--- src/rtl/seq_det_pkg.sv ---
// Shared constants and helpers for the parametrised serial pattern detector.
// Default geometry reproduces the legacy 1010 detector.
package seq_det_pkg;

    localparam int DEF_MAX_LEN = 8;
    localparam int LEN_W = $clog2(DEF_MAX_LEN + 1);
    localparam logic [7:0] DEF_PATTERN = 8'b0000_1010;
    localparam int DEF_LEN = 4;

    // Pattern length of zero is meaningless; oversized lengths cap at the window.
    function automatic int clamp_len(input int l, input int max_len);
        int r;
        r = l;
        if (r < 1) r = 1;
        if (r > max_len) r = max_len;
        return r;
    endfunction

endpackage

--- src/rtl/seq_detector_param_sat_counter.sv ---
// Saturating up-counter with synchronous clear.
// Clear wins over a simultaneous increment.
module sat_counter #(
    parameter int CNT_W = 8
) (
    input  logic             clk,
    input  logic             rst_n,
    input  logic             inc,
    input  logic             clr,
    output logic [CNT_W-1:0] cnt
);

    // Count register: clear first, then saturating increment.
    always_ff @(posedge clk or negedge rst_n) begin
        if (!rst_n) begin
            cnt <= '0;
        end else if (clr) begin
            cnt <= '0;
        end else if (inc && (cnt != {CNT_W{1'b1}})) begin
            cnt <= cnt + 1'b1;
        end
    end

endmodule

--- src/rtl/seq_detector_param.sv ---
// Runtime-programmable serial pattern detector with registered match pulse,
// overlap/non-overlap restart and a saturating match counter.
module seq_detector_param
    import seq_det_pkg::*;
#(
    parameter int MAX_LEN = 8,
    parameter int CNT_W = 8,
    parameter logic [MAX_LEN-1:0] RST_PATTERN = MAX_LEN'(DEF_PATTERN),
    parameter int RST_LEN = DEF_LEN,
    localparam int LW = $clog2(MAX_LEN + 1)
) (
    input  logic               clk,
    input  logic               rst_n,
    input  logic               in,
    input  logic               in_valid,
    input  logic               overlap,
    input  logic               cfg_load,
    input  logic [MAX_LEN-1:0] cfg_pattern,
    input  logic [LW-1:0]      cfg_len,
    input  logic               cnt_clr,
    output logic               q,
    output logic [CNT_W-1:0]   match_count,
    output logic               busy_fill
);

    logic [MAX_LEN-1:0] window, window_d, win_shift;
    logic [MAX_LEN-1:0] pattern, pattern_d;
    logic [MAX_LEN-1:0] mask;
    logic [LW-1:0]      fill, fill_d, fill_inc;
    logic [LW-1:0]      len, len_d;
    logic               q_d;
    logic               hit;
    logic               sample;

    // Shift/compare on the post-shift window and pick next state.
    always_comb begin
        window_d  = window;
        pattern_d = pattern;
        fill_d    = fill;
        len_d     = len;
        q_d       = 1'b0;
        sample    = in_valid && !cfg_load;
        win_shift = {window[MAX_LEN-2:0], in};
        fill_inc  = (fill == LW'(MAX_LEN)) ? fill : fill + 1'b1;
        for (int i = 0; i < MAX_LEN; i++) begin
            mask[i] = (i < int'(len));
        end
        hit = (fill_inc >= len) && (((win_shift ^ pattern) & mask) == '0);
        if (cfg_load) begin
            pattern_d = cfg_pattern;
            len_d     = LW'(clamp_len(int'(cfg_len), MAX_LEN));
            window_d  = '0;
            fill_d    = '0;
        end else if (in_valid) begin
            window_d = win_shift;
            fill_d   = (hit && !overlap) ? '0 : fill_inc;
            q_d      = hit;
        end
    end

    // State and registered outputs.
    always_ff @(posedge clk or negedge rst_n) begin
        if (!rst_n) begin
            window    <= '0;
            fill      <= '0;
            pattern   <= RST_PATTERN;
            len       <= LW'(RST_LEN);
            q         <= 1'b0;
            busy_fill <= 1'b1;
        end else begin
            window    <= window_d;
            fill      <= fill_d;
            pattern   <= pattern_d;
            len       <= len_d;
            q         <= q_d;
            busy_fill <= (fill_d < len_d);
        end
    end

    sat_counter #(
        .CNT_W(CNT_W)
    ) u_cnt (
        .clk  (clk),
        .rst_n(rst_n),
        .inc  (hit && sample),
        .clr  (cnt_clr),
        .cnt  (match_count)
    );

endmodule

--- config.mk ---
export PLATFORM = sky130hd
export DESIGN_NAME = seq_detector_param
export DESIGN_NICKNAME = d
export VERILOG_FILES = /design/src/rtl/seq_det_pkg.sv /design/src/rtl/seq_detector_param_sat_counter.sv /design/src/rtl/seq_detector_param.sv
export SDC_FILE = /design/constraint.sdc
export NUM_CORES = 1
export LEC_CHECK = 0
export BUFFER_PORTS_ARGS = -buffer_cell sky130_fd_sc_hd__buf_2
export CORE_MARGIN = 10
export CORE_UTILIZATION = 30
export CTS_CLUSTER_SIZE = 28
export DETAILED_ROUTE_END_ITERATION = 6
export GPL_ROUTABILITY_DRIVEN = 0
export PLACE_DENSITY = 0.46
export SLEW_MARGIN = 40
export SYNTH_ARGS = -nofsm -noshare
export SYNTH_HDL_FRONTEND = slang
export SYNTH_HIERARCHICAL = 1
export SYNTH_SLANG_ARGS = --single-unit
--- constraint.sdc ---
create_clock -name clk -period 2.9 [get_ports clk]
set_clock_uncertainty 0.1 [all_clocks]
set_input_delay 0.435 -clock clk [delete_from_list [all_inputs] [get_ports clk]]
set_output_delay 0.435 -clock clk [all_outputs]
set_load 0.01 [all_outputs]
=== Word level (Yosys, flattened, before mapping) ===
Index checks and enable logic that the tools add are counted.

* Register bits after elaboration: 33
* Input port bits: 19
* Output and inout bits: 10
* Word-level logic and storage cells: 49

* Add/sub/neg operators: 2
* Magnitude comparators: 12
* Equal/unequal tests: 2
* Muxes and demuxes: 14
* Bitwise operators: 2
* Reduce and logical (&&, ||, !) cells: 10

{| class="wikitable"
|+ Operators by type and width
! cell !! count
|-
| $gt 32x5->1 const B || 1
|-
| $mux 32 || 1
|-
| $mux 4 || 7
|-
| $lt 3x4->1 const A || 4
|-
| $mux 8 || 2
|-
| $mux 7 || 2
|-
| $add 8x1->8 const B || 1
|-
| $and 8x8->8 || 1
|-
| $logic_not 8->1 || 1
|-
| $lt 1x4->1 const A || 2
|-
| $lt 2x4->1 const A || 2
|-
| $ne 8x8->1 const B || 1
|-
| $xor 8x8->8 || 1
|-
| $logic_and 1x1->1 || 5
|-
| $add 4x1->4 const B || 1
|-
| $eq 4x4->1 const B || 1
|-
| $ge 4x4->1 || 1
|-
| $lt 4x1->1 const B || 1
|-
| $lt 4x4->1 || 1
|-
| $reduce_bool 2->1 || 2
|-
| $logic_not 1->1 || 2
|-
| $mux 1 || 2
|}

=== Logic depth before layout (Yosys ltp) ===
* Word-level depth: 9
* Depth in mapped cells: 16
* Depth with buffers taken out: 16

=== By module ===
Netlist, hierarchy kept.

{| class="wikitable"
|+ Modules (own cells, without submodules)
! module !! times used !! cells an instance !! area an instance (um^2) !! sequential area each (um^2)
|-
| seq_detector_param || 1 || 143 || 1498.9 || 630.6
|-
| sat_counter || 1 || 49 || 464.2 || 200.2
|}

=== Worst setup path after synthesis ===
Ideal clock, no wire load.

* Path kind: flip-flop to flip-flop
* Start point: reg fill[0]
* End point: reg busy_fill
* Library setup time: 0.061 ns
* Data arrival time: 2.956 ns
* Required time: 2.739 ns
* Setup slack: -0.217 ns
* Cell stages (with the launch flop): 16
* Path buffers: 0
* Period minus slack after synthesis: 3.117 ns
* Cells stage by stage: dfrtp_1 > inv_1 > ha_1 > and3b_1 > xnor2_1 > ha_1 > o21ai_0 > o2bb2ai_1 > a2111oi_4 > o22ai_1 > ha_1 > nor2_1 > o2111ai_1 > a211o_1 > a31oi_1 > a31o_1

* Cells in the longest elaborated chain, start to end: 9
* Elaborated cells on any way between the ends: 10
* Classes of those cells: 1 x add/sub; 2 x order compare; 1 x eq/ne; 4 x mux; 2 x reduce/logical

{| class="wikitable"
|+ RTL lines
! element !! line !! RTL
|-
| start, declared || seq_detector_param.sv:29 || <nowiki>logic [LW-1:0] fill, fill_d, fill_inc;</nowiki>
|-
| start signal, assigned || seq_detector_param.sv:72 || <nowiki>fill <= fill_d;</nowiki>
|-
| $add 4x1->4 or $eq 4x4->1 (tied branches) || seq_detector_param.sv:44 || <nowiki>fill_inc = (fill == LW'(MAX_LEN)) ? fill : fill + 1'b1;</nowiki>
|-
| $mux 4 * || seq_detector_param.sv:44 ||
|-
| $ge 4x4->1 || seq_detector_param.sv:48 || <nowiki>hit = (fill_inc >= len) && (((win_shift ^ pattern) & mask) == '0);</nowiki>
|-
| $logic_and 1x1->1 || seq_detector_param.sv:48 ||
|-
| $logic_and 1x1->1 || seq_detector_param.sv:56 || <nowiki>fill_d = (hit && !overlap) ? '0 : fill_inc;</nowiki>
|-
| $mux 4 * || seq_detector_param.sv:56 ||
|-
| $mux 4 * || seq_detector_param.sv:54 || <nowiki>end else if (in_valid) begin</nowiki>
|-
| $mux 4 * || seq_detector_param.sv:49 || <nowiki>if (cfg_load) begin</nowiki>
|-
| net fill_d[2] || seq_detector_param.sv:29 ||
|-
| $lt 4x4->1 * || seq_detector_param.sv:76 || <nowiki>busy_fill <= (fill_d < len_d);</nowiki>
|-
| end signal, assigned || seq_detector_param.sv:76 ||
|-
| end, declared || seq_detector_param.sv:23 || <nowiki>output logic busy_fill</nowiki>
|}

The timed path passes the listed nets; every way through them passes the cells marked *.
A chain may end at the register's enable or synchronous reset.

=== Worst setup path in the final report ===
Same ends and word-level chain as after synthesis.

==> impl_results.html <==
<table>
<tr><th>Metric</th><th>Value</th></tr>
<tr><th colspan="2">Placed design</th></tr>
<tr><td>DPL Wire Length</td><td>3286 um</td></tr>
<tr><td>Worst setup slack before clock tree synthesis</td><td>-0.2003 ns</td></tr>
<tr><td>Number of input and output port buffers inserted</td><td>28</td></tr>
<tr><td>Placed insts</td><td>300</td></tr>
<tr><th colspan="2">Clocking</th></tr>
<tr><td>H-tree depth reported by CTS</td><td>2</td></tr>
<tr><td>Num CTS Buffers</td><td>5</td></tr>
<tr><td>Clock transition at path regs</td><td>0.08 ns</td></tr>
<tr><td>Clk buf depth</td><td>2</td></tr>
<tr><td>TritonCTS clock tree</td><td>done</td></tr>
<tr><td>Library cell used as clock root buffer</td><td>sky130_fd_sc_hd__clkbuf_8</td></tr>
<tr><td>Number of sinks driven by the clock tree</td><td>33</td></tr>
<tr><td>Worst-skew pair later-pin latency</td><td>0.29 ns</td></tr>
<tr><th colspan="2">Route</th></tr>
<tr><td>Per-cell routed wire length</td><td>about 15 um</td></tr>
<tr><td>Number of iterations in the first detailed-routing pass</td><td>4</td></tr>
<tr><td>Number of nets with antenna violations after routing</td><td>0</td></tr>
<tr><td>Starting DRC count in detailed routing</td><td>38</td></tr>
<tr><td>Via total after detailed routing</td><td>around 1.6k</td></tr>
<tr><td>DRC Markers</td><td>0</td></tr>
<tr><td>Routed vias/inst</td><td>around 5</td></tr>
<tr><td>Wirelength, routed</td><td>4735 um</td></tr>
<tr><th colspan="2">Status</th></tr>
<tr><td>Failing checks</td><td>negative hold slack, negative setup slack</td></tr>
<tr><td>Run status</td><td>finished, violations left</td></tr>
<tr><th colspan="2">Synthesis</th></tr>
<tr><td>Top flip-flop cell by instance count after synthesis</td><td>sky130_fd_sc_hd__dfrtp_1</td></tr>
<tr><td>Cells after Synth</td><td>192</td></tr>
<tr><td>Cell area after synthesis</td><td>around 2000 um^2</td></tr>
<tr><td>Synth Area per Inst</td><td>roughly 10 um^2</td></tr>
<tr><td>Number of flip-flops and latches in the synthesized netlist</td><td>33</td></tr>
<tr><td>Number of flops mapped to enable cells by yosys</td><td>0</td></tr>
<tr><td>Net count of the mapped netlist</td><td>221</td></tr>
<tr><td>Seq/Total Area, Yosys</td><td>42.32%</td></tr>
<tr><td>Count of yosys warnings during synthesis</td><td>6</td></tr>
<tr><td>Synth cell types</td><td>51</td></tr>
<tr><td>Proportion of synthesized flip-flops having asynchronous set or reset</td><td>100.0%</td></tr>
<tr><th colspan="2">Timing</th></tr>
<tr><td>Min cycle time layout</td><td>3.043 ns</td></tr>
<tr><td>Part of the cycle the worst path needs</td><td>104.9%</td></tr>
<tr><td>Peak Freq</td><td>0.3286 GHz</td></tr>
<tr><td>Final number of hold-violating endpoints</td><td>15</td></tr>
<tr><td>RSZ-0062 raised after global routing</td><td>true</td></tr>
<tr><td>Max-slew violation count</td><td>0</td></tr>
<tr><td>Headroom to the max-slew limit</td><td>70.56%</td></tr>
<tr><td>Setup Viol. Count Final</td><td>4</td></tr>
<tr><td>Worst-case hold slack</td><td>-0.01738 ns</td></tr>
<tr><td>Worst Max-Slew Pin Slew</td><td>between 0.4 and 0.5 ns</td></tr>
<tr><td>Final Worst Setup Slack</td><td>-0.1431 ns</td></tr>
<tr><th colspan="2">Die</th></tr>
<tr><td>Starting density of the core</td><td>30.92%</td></tr>
<tr><td>Number of rows in the core area</td><td>29</td></tr>
<tr><td>I/O pin count</td><td>29</td></tr>
<tr><td>Area of the core</td><td>6350 um^2</td></tr>
<tr><td>Floorplan die height</td><td>100.9 um</td></tr>
<tr><td>Die X</td><td>roughly 100 um</td></tr>
<tr><td>Die area</td><td>10180 um^2</td></tr>
<tr><th colspan="2">Worst setup path</th></tr>
<tr><td>Series of cell instances along the critical path</td><td>inv_2 -&gt; ha_4 -&gt; and3b_2 -&gt; xnor2_2 -&gt; ha_1 -&gt; o21ai_2 -&gt; o2bb2ai_2 -&gt; a2111oi_4 -&gt; buf_4 -&gt; buf_4 -&gt; o2bb2ai_4 -&gt; ha_2 -&gt; nor2_2 -&gt; o2111ai_2 -&gt; a211o_1 -&gt; a31oi_1 -&gt; a31o_1</td></tr>
<tr><td>Critical path startpoint category</td><td>flip-flop</td></tr>
<tr><td>Worst path most repeated cell</td><td>sky130_fd_sc_hd__buf_4</td></tr>
<tr><td>Required @ worst endpoint</td><td>3.03 ns</td></tr>
<tr><td>Arrival time at the worst endpoint</td><td>between 3 and 4 ns</td></tr>
<tr><td>Maximum single-stage delay on the critical path</td><td>0.36 ns</td></tr>
<tr><td>Crit path max fanout</td><td>3</td></tr>
<tr><td>Master of the slowest instance on the critical path</td><td>sky130_fd_sc_hd__dfrtp_1</td></tr>
<tr><td>Critical Setup Path Class</td><td>flip-flop to flip-flop</td></tr>
<tr><td>Critical path capture point type</td><td>flip-flop</td></tr>
<tr><th colspan="2">Global route</th></tr>
<tr><td>Vias in the first global route</td><td>1580</td></tr>
<tr><td>First-pass GRT wire length</td><td>a little under 8000 um</td></tr>
<tr><td>Maximum number of pins on one net before global-route repair</td><td>34</td></tr>
<tr><td>Gr ovfl total</td><td>0</td></tr>
<tr><td>All-layer global routing usage</td><td>9.475%</td></tr>
<tr><td>Antenna violations before repair</td><td>0</td></tr>
<tr><th colspan="2">Final layout</th></tr>
<tr><td>Fraction of final layout cells with drive strength greater than 1</td><td>40.34%</td></tr>
<tr><td>Area growth from synthesis to final layout</td><td>30.78%</td></tr>
<tr><td>Final layout net count</td><td>266</td></tr>
<tr><td>Number of diodes</td><td>0</td></tr>
<tr><td>Count of non-filler cells in the finished layout</td><td>315</td></tr>
<tr><th colspan="2">Pwr</th></tr>
<tr><td>Total power divided by cell area</td><td>445.4 nW/um^2</td></tr>
<tr><td>Overall power after layout</td><td>0.001144 W</td></tr>
<tr><td>Reported leakage power</td><td>1.148 nW</td></tr>
<tr><td>Worst voltage drop across the vdd grid</td><td>263.5 uV</td></tr>
<tr><th colspan="2">Min path</th></tr>
<tr><td>Hold Path Class</td><td>input port to async pin</td></tr>
<tr><th colspan="2">Job</th></tr>
<tr><td>Max-cap violations</td><td>0</td></tr>
</table>
[per-stage QoR]
| step | util [%] | instance area, um^2 | hold WS, ns | TNS [ns] |
|---|---|---|---|---|
| after floorplan | - | 1974 | 0.03941 | 0 |
| after global placement | 35.53 | 2256 | 0.4186 | -0.05875 |
| after detailed placement | 35.53 | 2256 | 0.4259 | -0.4515 |
| after CTS | 38.48 | 2444 | 0.1498 | -0.6878 |
| after global routing | 40.43 | 2567 | 0.006274 | -1.180 |
| final | 40.43 | 2567 | -0.01738 | -0.3448 |
[final timing paths]
path                           startpoint          to  slack [ns]  cells past startpoint
max                               fill[0]   busy_fill       -0.14                     17
min                                 rst_n           q       -0.02                      1
max reg2reg                       fill[0]   busy_fill       -0.14                     17
min reg2reg                    pattern[0]  pattern[0]        0.43                      1
max in group asynchronous           rst_n  pattern[3]        2.36                      1
min in group clk           cfg_pattern[2]  pattern[2]        0.28                      2
[worst max-delay path, delay by kind of cell, from the launching register on]
family,cells,cell delay [ns]
XOR/XNOR,1,0.14
adder cells (fa/ha/maj),3,0.63
AND/OR/NAND/NOR,2,0.34
flip-flops,1,0.36
buffers and inverters,3,0.35
AO/OA/AOI/OAI,8,1.07
[cell usage in the layout (no fill, tap or decap), types with 6 or more instances in the layout]
master | netlist | routed
sky130_fd_sc_hd__a21oi_1 | 6 | 6
sky130_fd_sc_hd__buf_2 | 1 | 27
sky130_fd_sc_hd__buf_4 | 0 | 16
sky130_fd_sc_hd__clkbuf_8 | 0 | 6
sky130_fd_sc_hd__dfrtp_1 | 29 | 29
sky130_fd_sc_hd__ha_1 | 10 | 6
sky130_fd_sc_hd__inv_1 | 12 | 10
sky130_fd_sc_hd__mux2_2 | 10 | 9
sky130_fd_sc_hd__mux2i_1 | 9 | 9
sky130_fd_sc_hd__nand2_1 | 7 | 7
sky130_fd_sc_hd__nor2_1 | 16 | 15
sky130_fd_sc_hd__nor3_1 | 6 | 6
sky130_fd_sc_hd__xnor2_1 | 9 | 8
[timing repair]
| action | 4_1_cts | 5_1_grt |
|---|---|---|
| gates resized for setup | 15 | 19 |
| pin swaps | 8 | 13 |
| hold buffers | 0 | 0 |
| endpoints found under the setup margin | 6 | 9 |
| hold endpoints to repair | 0 | 0 |
| buffers inserted | 3 | 6 |
[routing by layer]
metal  GRT usage, %  vias to the layer above  routed length, um
met5              0                        -                  0
met4          2.894                        0                 51
met3          3.086                        6                164
met2          14.64                       26               2248
met1          12.22                      776               2271
li1               -                      781                  -
[synthesized netlist by cell type (2+ instances only)]
cell                        instances  area share [%]
sky130_fd_sc_hd__xor2_1             3             1.3
sky130_fd_sc_hd__nor4_1             2            0.64
sky130_fd_sc_hd__clkbuf_1           6             1.1
sky130_fd_sc_hd__nand2b_1           5             1.6
sky130_fd_sc_hd__inv_1             12             2.3
sky130_fd_sc_hd__a31oi_1            3            0.96
sky130_fd_sc_hd__ha_1              10             6.4
sky130_fd_sc_hd__nand3_1            6             1.5
sky130_fd_sc_hd__o22ai_1            3            0.96
sky130_fd_sc_hd__a211oi_1           3             1.1
sky130_fd_sc_hd__a21oi_1            6             1.5
sky130_fd_sc_hd__o21ai_0            5             1.3
sky130_fd_sc_hd__nand2_1            7             1.3
sky130_fd_sc_hd__dfrtp_1           29              37
sky130_fd_sc_hd__mux2_2            10             5.7
sky130_fd_sc_hd__and3_1             3            0.96
sky130_fd_sc_hd__o2bb2ai_1          2            0.89
sky130_fd_sc_hd__nand4_1            2            0.64
sky130_fd_sc_hd__xnor2_1            9             4.0
sky130_fd_sc_hd__nor2_1            16             3.1
sky130_fd_sc_hd__nor3_1             6             1.5
sky130_fd_sc_hd__dfstp_2            4             5.4
sky130_fd_sc_hd__mux2i_1            9             4.6
sky130_fd_sc_hd__nor2b_1            4             1.3
[kinds of logic after synthesis]
kind of cell | count (synthesis) | synth area share (%)
flops | 33 | 42.32
mux | 19 | 10.33
simple gates | 60 | 17.02
xor+xnor | 12 | 5.354
compound gates | 37 | 14.53
buf+inv | 21 | 4.078
fa+ha+maj | 10 | 6.373
[power breakdown]
group | internal, W | switching (W) | total [W] | leakage (nW)
clock | 0.000194 | 0.000174 | 0.000368 | 0.0455
sequential | 0.000492 | 0.0000260 | 0.000518 | 0.426
combinational | 0.000129 | 0.000129 | 0.000258 | 0.677
[area by class of cell]
cell class	instances	area (um^2)
Timing Repair Buffer	46	289.0
Inverter	13	48.80
Tap cell	77	96.34
Fill cell	623	3782
Sequential cell	33	830.8
Multi-Input combinational cell	138	1212
Clock buffer	8	90.09
[flip-flops by register name, indices dropped and copies added (netlist names)]
| signal | flops |
|---|---|
| window | 7 |
| busy_fill | 1 |
| fill | 4 |
| u_cnt/cnt | 8 |
| len | 4 |
| q | 1 |
| pattern | 8 |
No activity file was read; power rests on OpenSTA's default activity.
